<file path="src/rtl/seven_seg_scan_if.sv">
// seven_seg_scan_if: value/segment bundle between the datapath (master) and the scan driver (slave)
interface seven_seg_scan_if #(
  parameter int NUM_DIGITS = 4
);
  logic                    load;
  logic [4*NUM_DIGITS-1:0] number;
  logic [NUM_DIGITS-1:0]   dots;
  logic [NUM_DIGITS-1:0]   digit_en;
  logic [7:0]              hex;
  logic [NUM_DIGITS-1:0]   anode;
  logic                    frame_start;
  modport master (output load, number, dots, digit_en, input hex, anode, frame_start);
  modport slave  (input load, number, dots, digit_en, output hex, anode, frame_start);
endinterface

</file>
<file path="src/rtl/seven_seg_scan.sv">
// seven_seg_scan: time-multiplexed N-digit common-anode 7-seg driver with blanking and frame-aligned double buffer
// Optional leading-zero blanking: define SEVEN_SEG_LZB_EN.
module seven_seg_scan #(
  parameter int NUM_DIGITS   = 4,
  parameter int SCAN_DIV     = 1024,
  parameter int BLANK_CYCLES = 16
) (
  input  logic            clk,
  input  logic            rst_n,
  seven_seg_scan_if.slave bus
);
  localparam int CW = $clog2(SCAN_DIV);
  localparam int IW = NUM_DIGITS > 1 ? $clog2(NUM_DIGITS) : 1;
  localparam logic [6:0] GLYPH [16] = '{7'h40, 7'h79, 7'h24, 7'h30, 7'h19, 7'h12, 7'h02, 7'h78,
                                        7'h00, 7'h10, 7'h08, 7'h03, 7'h46, 7'h21, 7'h06, 7'h0E};
  logic [CW-1:0]           cnt;
  logic [IW-1:0]           idx;
  logic                    run, wrap, frame, pending, show;
  logic [4*NUM_DIGITS-1:0] sh_num, d_num;
  logic [NUM_DIGITS-1:0]   sh_dot, sh_en, d_dot, d_en, sup;
  logic [3:0]              nib;
  // run=0 makes the first edge after reset act as the wrap into digit 0's slot
  assign wrap  = !run || cnt == CW'(SCAN_DIV - 1);
  assign frame = wrap && idx == IW'(NUM_DIGITS - 1);
  always_ff @(posedge clk or negedge rst_n) begin
    if (!rst_n) begin
      run <= 1'b0;
      cnt <= '0;
      idx <= IW'(NUM_DIGITS - 1);
    end else begin
      run <= 1'b1;
      cnt <= wrap ? '0 : cnt + 1'b1;
      if (wrap) idx <= frame ? '0 : idx + 1'b1;
    end
  end
  always_ff @(posedge clk or negedge rst_n) begin
    if (!rst_n) begin
      sh_num  <= '0;
      sh_dot  <= '0;
      sh_en   <= '0;
      d_num   <= '0;
      d_dot   <= '0;
      d_en    <= '0;
      pending <= 1'b0;
    end else begin
      if (bus.load) begin
        sh_num <= bus.number;
        sh_dot <= bus.dots;
        sh_en  <= bus.digit_en;
      end
      if (frame && bus.load) begin
        d_num <= bus.number;
        d_dot <= bus.dots;
        d_en  <= bus.digit_en;
      end else if (frame && pending) begin
        d_num <= sh_num;
        d_dot <= sh_dot;
        d_en  <= sh_en;
      end
      pending <= frame ? 1'b0 : (bus.load | pending);
    end
  end
`ifdef SEVEN_SEG_LZB_EN
  logic lead;
  always_comb begin
    lead = 1'b1;
    sup  = '0;
    for (int i = NUM_DIGITS - 1; i > 0; i--) begin
      lead   = lead && d_num[4*i +: 4] == 4'h0 && !d_dot[i];
      sup[i] = lead;
    end
  end
`else
  assign sup = '0;
`endif
  assign nib  = d_num[4*idx +: 4];
  assign show = run && cnt >= CW'(BLANK_CYCLES) && d_en[idx] && !sup[idx];
  always_ff @(posedge clk or negedge rst_n) begin
    if (!rst_n) begin
      bus.hex         <= 8'hFF;
      bus.anode       <= '1;
      bus.frame_start <= 1'b0;
    end else begin
      bus.hex         <= show ? {~d_dot[idx], GLYPH[nib]} : 8'hFF;
      bus.anode       <= show ? ~(NUM_DIGITS'(1) << idx) : '1;
      bus.frame_start <= run && cnt == '0 && idx == '0;
    end
  end
endmodule
</file>
<file path="src/flat_wrapper.sv">
// flat-port wrapper written by rule: the top's interface ports become plain ports
module seven_seg_scan_flat 
#(
  parameter int NUM_DIGITS   = 4,
  parameter int SCAN_DIV     = 1024,
  parameter int BLANK_CYCLES = 16
)
  (clk, rst_n, bus_load, bus_number, bus_dots, bus_digit_en, bus_hex, bus_anode, bus_frame_start);
  seven_seg_scan_if #(.NUM_DIGITS(NUM_DIGITS)) bus_i ();
  input  logic clk;
  input  logic rst_n;
  input wire logic [$bits(bus_i.load)-1:0] bus_load;
  input wire logic [$bits(bus_i.number)-1:0] bus_number;
  input wire logic [$bits(bus_i.dots)-1:0] bus_dots;
  input wire logic [$bits(bus_i.digit_en)-1:0] bus_digit_en;
  output wire logic [$bits(bus_i.hex)-1:0] bus_hex;
  output wire logic [$bits(bus_i.anode)-1:0] bus_anode;
  output wire logic [$bits(bus_i.frame_start)-1:0] bus_frame_start;
  assign bus_i.load = bus_load;
  assign bus_i.number = bus_number;
  assign bus_i.dots = bus_dots;
  assign bus_i.digit_en = bus_digit_en;
  assign bus_hex = bus_i.hex;
  assign bus_anode = bus_i.anode;
  assign bus_frame_start = bus_i.frame_start;
  seven_seg_scan #(.NUM_DIGITS(NUM_DIGITS), .SCAN_DIV(SCAN_DIV), .BLANK_CYCLES(BLANK_CYCLES)) u_core (.clk(clk), .rst_n(rst_n), .bus(bus_i));
endmodule
</file>
<file path="config.mk">
export PLATFORM = sky130hd
export DESIGN_NAME = seven_seg_scan_flat
export DESIGN_NICKNAME = d
export VERILOG_FILES = /design/src/rtl/seven_seg_scan_if.sv /design/src/rtl/seven_seg_scan.sv /design/src/flat_wrapper.sv
export SDC_FILE = /design/constraint.sdc
export NUM_CORES = 1
export LEC_CHECK = 0
export ABC_CLOCK_PERIOD_IN_PS = 6120
export BUFFER_PORTS_ARGS = -buffer_cell sky130_fd_sc_hd__buf_2
export CORE_ASPECT_RATIO = 0.6
export CORE_MARGIN = 1
export CORE_UTILIZATION = 44
export DETAILED_ROUTE_END_ITERATION = 8
export HOLD_SLACK_MARGIN = 0.06
export PLACE_DENSITY = 0.72
export SYNTH_ARGS = -nofsm -noshare
export SYNTH_HDL_FRONTEND = slang
export SYNTH_SLANG_ARGS = --single-unit
</file>
<file path="constraint.sdc">
create_clock -name clk -period 6.12 [get_ports clk]
set_input_delay 0 -clock clk [delete_from_list [all_inputs] [get_ports clk]]
set_output_delay 0 -clock clk [all_outputs]
set_load 0.005 [all_outputs]
</file>
== After elaboration in Yosys (flattened, before gate mapping) ==
Memories as Yosys holds them, arrays and structs flattened.
Index checks and enable logic that the tools add are counted.

* Bitwise logic cells: 4
* $lt $le $gt $ge: 3
* Shift operators: 2
* Equality and inequality tests: 2
* Reductions and logical operators: 14
* Multiplexer cells: 19
* Add/sub/neg operators: 2

{| class="wikitable"
|+ Operators by type and width
! operator !! count
|-
| 16-bit two-way mux || 2
|-
| 4-bit two-way mux || 5
|-
| 16-bit by 5-bit variable part select with 4-bit output || 1
|-
| 7-bit two-way mux || 2
|-
| 10-bit by 1-bit adder with 10-bit output (second input constant) || 1
|-
| 10-bit equality test (second input constant) || 1
|-
| 10-bit by 5-bit >= comparator with 1-bit output (second input constant) || 1
|-
| 10-bit logical NOT || 1
|-
| 10-bit two-way mux || 1
|-
| 1-bit logical AND || 8
|-
| 8-bit two-way mux || 1
|-
| 1-bit binary-select mux with 2-bit select || 3
|-
| 5-bit >= comparator (second input constant) || 1
|-
| 4-bit NOT with 5-bit output || 1
|-
| 1-bit two-way mux || 4
|-
| 4-bit NOT || 1
|-
| 1-bit by 2-bit left shift with 4-bit output (first input constant) || 1
|-
| 2-bit by 3-bit < comparator with 1-bit output (second input constant) || 1
|-
| 2-bit by 1-bit adder with 2-bit output (second input constant) || 1
|-
| 2-bit equality test (second input constant) || 1
|-
| 1-bit logical NOT || 2
|-
| 2-bit logical NOT || 1
|-
| 2-bit two-way mux || 1
|-
| 2-bit nonzero test || 1
|-
| 3 further kinds || 3
|}

* Memories kept: 1
* Memory bits (read-only): 112
* Bits of input ports: 27
* Register bits after elaboration: 75
* Output and inout port bits: 13
* Logic and storage cells: 60

{| class="wikitable"
|+ Memory list
! name !! depth !! bits a word !! read ports !! clocked after Yosys merged registers in !! write ports !! line !! source
|-
| (name not given) || 16 || 7 || 1 || 0 || 0 || seven_seg_scan.sv:84 || <nowiki>bus.hex <= show ? {~d_dot[idx], GLYPH[nib]} : 8'hFF;</nowiki>
|}

== Longest topological paths before layout ==
Gate-level depths: netlist of run 1.

* Word-level depth: 6
* Depth in mapped cells: 7
* Gate-level depth less buffers: 6

== Worst setup path before layout of run 1 ==
OpenSTA, ideal clock, no wires.

* Kind: flip-flop to flip-flop
* Start: reg u_core.idx[0]
* End: reg u_core.bus.hex[3]
* Data arrival time: 2,048 ps
* Buffers on the path: 1
* Clock period less this slack: 2,146 ps
* Stages on the path, launching flop included: 7
* Slack: 3,974 ps
* Path through: dfstp_2 > buf_2 > mux4_2 > ha_1 > or2_2 > a21oi_1 > o21ai_0

* Word-level cells in the longest chain between the ends: 6
* Elaborated cells on any way between the ends: 13
* Classes of those cells: shift: 1; mux: 7; bitwise: 1; reduce/logical: 3; memory: 1

{| class="wikitable"
|+ RTL lines
! item !! line !! source
|-
| start: declaration || seven_seg_scan.sv:17 || <nowiki>logic [IW-1:0] idx;</nowiki>
|-
| start signal: assignment || seven_seg_scan.sv:29 || <nowiki>idx <= IW'(NUM_DIGITS - 1);</nowiki>
|-
| start signal: assignment || seven_seg_scan.sv:33 || <nowiki>if (wrap) idx <= frame ? '0 : idx + 1'b1;</nowiki>
|-
| 16-bit by 5-bit variable part select with 4-bit output || seven_seg_scan.sv:76 || <nowiki>assign nib = d_num[4*idx +: 4];</nowiki>
|-
| 4-bit NOT with 5-bit output (implied by the code) || seven_seg_scan.sv:84 ||
|-
| memory 16 x 7 bit || -- ||
|-
| 7-bit two-way mux (implied by the code) (2 in a row) || seven_seg_scan.sv:84 ||
|-
| 8-bit two-way mux * || seven_seg_scan.sv:84 ||
|-
| end signal: assignment || seven_seg_scan.sv:84 ||
|-
| end: declaration || seven_seg_scan_if.sv:13 || <nowiki>modport slave (input load, number, dots, digit_en, output hex, anode, frame_start);</nowiki>
|}

Mark *: on every way between the ends. The rest lies on a longest branch, timed or not. The select of a mux whose other input is x is not followed.
A chain may end at the register's enable or synchronous reset.

== Final worst setup path of run 1 ==
* Start: reg u_core.cnt[0]
* End: reg u_core.d_num[1]

* Word-level cells in the longest chain between the ends: 5
* Elaborated cells on any way between the ends: 7
* Classes of those cells: eq/ne: 1; mux: 1; reduce/logical: 5

{| class="wikitable"
|+ RTL lines
! item !! line !! source
|-
| start: declaration || seven_seg_scan.sv:16 || <nowiki>logic [CW-1:0] cnt;</nowiki>
|-
| start signal: assignment || seven_seg_scan.sv:32 || <nowiki>cnt <= wrap ? '0 : cnt + 1'b1;</nowiki>
|-
| 10-bit equality test * || seven_seg_scan.sv:23 || <nowiki>assign wrap = !run || cnt == CW'(SCAN_DIV - 1);</nowiki>
|-
| 1-bit logical OR * || seven_seg_scan.sv:23 ||
|-
| 1-bit logical AND * || seven_seg_scan.sv:24 || <nowiki>assign frame = wrap && idx == IW'(NUM_DIGITS - 1);</nowiki>
|-
| 1-bit logical AND (on tied branches) || seven_seg_scan.sv:51, seven_seg_scan.sv:55 ||
|-
| 16-bit two-way mux or 2-bit nonzero test (tied branches) || -- ||
|-
| end signal: assignment || seven_seg_scan.sv:52 || <nowiki>d_num <= bus.number;</nowiki>
|-
| end signal: assignment || seven_seg_scan.sv:56 || <nowiki>d_num <= sh_num;</nowiki>
|-
| end: declaration || seven_seg_scan.sv:19 || <nowiki>logic [4*NUM_DIGITS-1:0] sh_num, d_num;</nowiki>
|}

Mark *: on every way between the ends. The rest lies on a longest branch, timed or not.

==> results.cfg, run 1 <==
[status]
outcome = completed

[layout]
drive_gt1_share_pct = 41.0
fill_cells = 605
area_growth_pct = 22.9
antennaDiodeCount = 0
fin_nets = 351
design_area_mm2 = 0.00423

[yosys]
ys_types = 38
yosysWarningCount = 0
synth_fp_nets = 286
synthCells = 247
syn_area_per_cell_um2 = 13.9
synth_edf_count = 0
ys_async_sr_fraction_pct = 100
yosys_most_used_dff = dfrtp_1
synth-seq-area-share_pct = 55.1
synth_area_mm2 = 0.00344
synth_seq_cells = 75

[power_and_ir_drop]
power_w = 0.00178
p_leak_nw = 1.85
power_density_mw_per_mm2 = 420
vdd_drop_max_v = 0.000185

[clock_network]
ctsHtreeMaxLevel = 3
cts_tree = done
cts_sinks = 75
clk_pin_slew_ns = 0.06
clockBufferDepth = 2
cts_setup_buffers = 0
root_buffer = clkbuf_16
cts_resized = 0
hold_buffers = 25
worstSkewPairLatency_ns = 0.34
cts_buffers = 9

[setup_path]
cp-end-kind = flop
critPathTopFamily = compound AO/OA/AOI/OAI gates
crit_chain = ha_1 > inv_1 > o41ai_4 > and3b_1 > buf_4 > mux2_2
crit_required_ns = 6.34
startpoint = u_core.cnt[0]
slowest_stage = o41ai_4
path_buf_inv = 2
worst_path_largest_cell_delay_ns = 0.65
arrival_ns = 2.74
critPathMaxFanout = 24
setup.worst_path.start_class = flop
worstReg2RegStart = u_core.cnt[0]
critPathKind = flop to flop

[place]
gp_congestion = 0.827
post_dp_cell_area_mm2 = 0.00370
dp_hpwl_mm = 4.07
io_buffers = 39

[hold_path]
min_from = bus_load
hold_path_class = input pin to flop

[timing]
tns_ns = 0
finalCritPeriodShare_pct = 41.1
tightest_slew_ns = 0.922
final-setup-viol-count = 0
final_max_slew_viol_count = 0
post-route-min-period_ns = 2.52
relSlewSlack_pct = 38.5
hold_ws_ns = 0.250
max_freq_mhz = 398
rsz0062_at_grt = false
final-hold-violation-count = 0
skew_ns = 0.00558

[run]
cap_violations = 0

[detailed_routing]
antenna_left = 0
drtIter0Drc = 116
drtPass1Iterations = 4
dr_total_vias = 2013
vias_per_cell = 4.78
routedWlPerCell_um = 14.9
route.detailed.drc = 0
wl_mm = 6.26

[global_routing]
top_usage_layer = met1
grt_use_met1_pct = 25.7
grt_pass1_wl_mm = 10.7
grt_pass1_vias = 2070
grt_util_met3_pct = 7.55
grt_util_all_layers_pct = 18.1
antenna_found_initial = 0
grt_max_degree = 76
grt-ovfl-total = 0
grt_use_met2_pct = 24.9

[floorplan]
die_area_mm2 = 0.00819
dieHeight_um = 70.5
num_rows = 24
coreArea_mm2 = 0.00742
initial_core_util_pct = 46.4
die_x_um = 116
ios = 40
## report_power, final
group          internal, W  switching (W)  leakage [nW]  total (W)
logic             0.000325       0.000256         0.829   0.000581
registers         0.000610      0.0000910         0.888   0.000701
clock network     0.000295       0.000199         0.135   0.000493
total              0.00123       0.000546          1.85    0.00178
## cells in the mapped netlist, types with 2 or more instances
master	n	area share, %
dfrtp_1	61	44
mux2_2	29	9.5
mux2_4	20	8.7
nand2_1	16	1.7
dfstp_2	14	11
ha_1	12	4.4
nor2_1	12	1.3
inv_1	9	0.98
mux4_2	7	4.6
nand3_1	6	0.87
o21ai_0	6	0.87
xnor2_1	6	1.5
clkbuf_1	5	0.55
xor2_1	5	1.3
a21oi_1	4	0.58
and2_1	3	0.55
nand4_1	3	0.55
and3_1	2	0.36
buf_1	2	0.22
buf_12	2	1.2
buf_2	2	0.29
nor3_1	2	0.29
nor3b_1	2	0.44
o211ai_1	2	0.44
or2_2	2	0.36
## cells in the final DEF, fill, tap and decap left out, types with 2 or more instances in the layout
cell,Yosys,layout
o211ai_1,2,2
nand2_1,16,16
buf_4,1,2
inv_1,9,9
xnor2_1,6,6
dfrtp_1,61,61
mux4_2,7,7
dfstp_2,14,14
nand3_1,6,6
clkinvlp_4,0,2
nand4_1,3,3
mux2_4,20,20
mux2_2,29,29
nor2_1,12,12
dlygate4sd3_1,0,25
a21oi_1,4,4
clkbuf_8,0,2
xor2_1,5,5
nor3_1,2,2
or2_2,2,2
clkinv_2,0,2
and3_1,2,2
o21ai_0,6,6
and2_1,3,3
nor3b_1,2,2
buf_2,2,39
ha_1,12,12
clkbuf_16,0,9
## path summary, 6_finish.rpt
kind,slack [ns],cells past startpoint,endpoint
max,3.60,6,u_core.d_num[1]
min in group asynchronous,0.40,3,u_core.cnt[6]
min reg2reg,0.50,1,u_core.sh_num[4]
min,0.25,3,u_core.pending
max reg2reg,3.60,6,u_core.d_num[1]
max in group asynchronous,5.10,3,u_core.sh_num[11]
## flip-flops by register name, summed over array words and instances, names as in the netlist, 2 cells and up
register / cells
u_core.sh_dot: 4
u_core.d_num: 16
u_core.bus.anode: 4
u_core.sh_num: 16
u_core.sh_en: 4
u_core.bus.hex: 8
u_core.d_en: 4
u_core.cnt: 10
u_core.idx: 2
u_core.d_dot: 4
## worst min-delay path, delay by kind of cell
kind / cells / cell delay (ns)
AOI/OAI and AO/OA: 1 / 0.06
buffers and inverters: 1 / 0.28
and+or+nand+nor: 1 / 0.20
## layout make-up
class / instances / area, um^2 / area share (%)
repair buffers: 66 / 460 / 10.9
clock buffers: 12 / 256 / 6.07
inverters: 9 / 33.8 / 0.799
multi-input cells: 151 / 1430 / 33.8
clock inverters: 4 / 25.0 / 0.592
well taps: 104 / 130 / 3.08
flip-flops and latches: 75 / 1890 / 44.8
## layer usage
| layer | share of wire (%) | vias up |
|---|---|---|
| li1 | - | 978 |
| met1 | 52 | 990 |
| met2 | 43 | 40 |
| met3 | 4.4 | 5 |
| met4 | 0.64 | 0 |
| met5 | 0 | - |
## through the flow
step / worst slack (ns) / instances / util, %
floorplan: 3.97 / 247 / -
global placement: 3.67 / 380 / 49.8
detailed placement: 3.60 / 380 / 49.8
CTS: 3.60 / 421 / 57.0
global route: 3.45 / 421 / 57.0
finish: 3.60 / 421 / 57.0
## cells by family (layout without fill, tap and decap cells)
| family | Yosys count | count (layout) | synth area share [%] |
|---|---|---|---|
| multiplexers | 56 | 56 | 22.8 |
| AO/OA/AOI/OAI | 16 | 16 | 3.38 |
| AND/OR/NAND/NOR | 55 | 55 | 8.04 |
| other | 1 | 1 | 0.109 |
| adder cells (fa/ha/maj) | 12 | 12 | 4.37 |
| buffers and inverters | 21 | 91 | 3.42 |
| XOR/XNOR | 11 | 11 | 2.80 |
| flip-flops | 75 | 75 | 55.1 |
(Power assumes the default switching activity.)
==> inputs of run 2 (changes only) <==
Settings changed: ABC_CLOCK_PERIOD_IN_PS 6120 to 2100, PLACE_DENSITY 0.72 to 0.74.
Clock period 6.12 ns to 2.1 ns, I/O delays scaled along.
==> results.cfg, run 2 (synthesis results as in run 1) <==
[power_and_ir_drop]
power_density_mw_per_mm2 = 1280
pwr-share-comb_pct = 35.9
p_leak_nw = 1.93
intPower_w = 0.00391
switching_power_w = 0.00170
p_seq_share_pct = 36.2
clockPowerShare_pct = 27.9
swShare_pct = 30.2
vdd_drop_max_v = 0.000719
power_w = 0.00561

[setup_path]
worst_path_largest_cell_delay_ns = 0.62
critPathTopFamily = multiplexers
path_buf_inv = 0
critPathMaxFanout = 5
crit_chain = mux4_2 > ha_4 > mux2_2 > o21ai_0 > nand2_1
slowest_stage = mux4_2
critPathKind = flop to flop
crit_required_ns = 2.34
setup.worst_path.start_class = flop
arrival_ns = 2.30
cp-end-kind = flop

[clock_network]
cts_buffers = 9
root_buffer = clkbuf_16
worstSkewPairLatency_ns = 0.33
cts_tree = done
clockBufferDepth = 2
cts_sinks = 75
ctsHtreeMaxLevel = 3
clk_pin_slew_ns = 0.06

[global_routing]
grt-ovfl-total = 0
grt_util_all_layers_pct = 17.8
grt_pass1_vias = 2065
grt_max_degree = 49
antenna_found_initial = 0
grt_pass1_wl_mm = 10.6

[detailed_routing]
drtIter0Drc = 128
drtPass1Iterations = 4
dr_total_vias = 2169
wl_mm = 6.61
route.detailed.drc = 0
antenna_left = 0
routedWlPerCell_um = 15.3
vias_per_cell = 5.03

[timing]
final-setup-viol-count = 0
finalCritPeriodShare_pct = 97.8
tightest_slew_ns = 0.651
skew_ns = 0.00615
final-hold-violation-count = 0
post-route-min-period_ns = 2.05
max_freq_mhz = 487
relSlewSlack_pct = 56.6
final_max_slew_viol_count = 0

[layout]
area_growth_pct = 27.8
drive_gt1_share_pct = 43.7
final_common_cell = dfrtp_1
fill_cells = 604
design_area_mm2 = 0.00440
final_cells = 431
largestRegisters = u_core.d_num x16, u_core.sh_num x16, u_core.cnt x10
fin_nets = 361
final_util_pct = 59.3
antennaDiodeCount = 0
final_cell_mix = dfrtp_1, buf_2, mux2_2, dlygate4sd3_1, mux2_4

[place]
gp_congestion = 0.917
dp_cells = 386
post_dp_cell_area_mm2 = 0.00377
dp_hpwl_mm = 4.41
io_buffers = 39

[floorplan]
initial_core_util_pct = 46.4
die_x_um = 116
ios = 40
die_area_mm2 = 0.00819
dieHeight_um = 70.5
num_rows = 24
coreArea_mm2 = 0.00742

[status]
outcome = completed

[run]
cap_violations = 0

[hold_path]
hold_path_class = input pin to flop
==> run 2: changes by cell type in the layout (fill, tap and decap cells not counted), moves of 2 or more <==
cell,before,now
buf_4,2,8
buf_12,0,2
inv_1,9,7
inv_2,0,2
==> run 2: cell type report <==
cell class / count / area [um^2] / share of cell area [%]
Inverter: 9 / 33.8 / 0.769
Sequential cell: 75 / 1890 / 43.1
Timing Repair Buffer: 75 / 557 / 12.7
Tap cell: 104 / 130 / 2.96
Clock inverter: 4 / 47.5 / 1.08
Multi-Input combinational cell: 152 / 1470 / 33.4
Clock buffer: 12 / 267 / 6.06
==> run 2: per-layer routing <==
layer / global-route usage (%) / up-vias / wire, um
met2: 23.8 / 64 / 2760
met3: 8.33 / 11 / 386
met5: 0 / - / 0
met1: 26.2 / 1083 / 3380
li1: - / 1011 / -
met4: 3.42 / 0 / 78
==> run 2: repair_timing <==
item | CTS | global route
endpoints found under the setup margin | 0 | 5
gates resized for setup | 0 | 6
hold endpoints to repair | 61 | 0
hold buffers | 25 | 0
setup buffers | 0 | 3
==> run 2: final timing paths <==
check / startpoint / slack (ns) / cells after the start / end
setup / recovery: u_core.idx[0] / 0.05 / 5 / u_core.bus.hex[4]
hold / removal: bus_load / 0.16 / 3 / u_core.pending
setup reg to reg: u_core.idx[0] / 0.05 / 5 / u_core.bus.hex[4]
hold reg to reg: u_core.sh_num[2] / 0.50 / 1 / u_core.sh_num[2]
max in group asynchronous: rst_n / 1.14 / 3 / u_core.idx[0]
min in group asynchronous: rst_n / 0.23 / 2 / u_core.cnt[4]
==> run 2: worst reg2reg max path: cells and delay by family (launching register included) <==
| family | cells | cell delay, ns |
|---|---|---|
| AOI/OAI and AO/OA | 1 | 0.20 |
| and+or+nand+nor | 1 | 0.09 |
| DFF | 1 | 0.57 |
| muxes | 2 | 0.88 |
| adders and majority gates | 1 | 0.22 |
==> run 2: power groups by stage <==
stage / Combinational [W] / Clock, W / Sequential, W
after floorplan: 0.00145 / 0 / 0.00193
after global placement: 0.00169 / 0 / 0.00203
after detailed placement: 0.00176 / 0 / 0.00203
after CTS: 0.00181 / 0.00161 / 0.00201
after global routing: 0.00218 / 0.00167 / 0.00207
final: 0.00201 / 0.00156 / 0.00203
==> run 2: metrics by stage <==
| step | TNS, ns | setup WS, ns | hold slack, ns |
|---|---|---|---|
| 2_1_floorplan | 0 | 0.0166 | -0.296 |
| 3_3_place_gp | 0 | 0.102 | 0.0546 |
| 4_1_cts | 0 | 0.0305 | 0.162 |
| 3_5_place_dp | 0 | 0.0498 | 0.0601 |
| 5_1_grt | -0.0382 | -0.0215 | 0.180 |
| 6_report | 0 | 0.0460 | 0.159 |
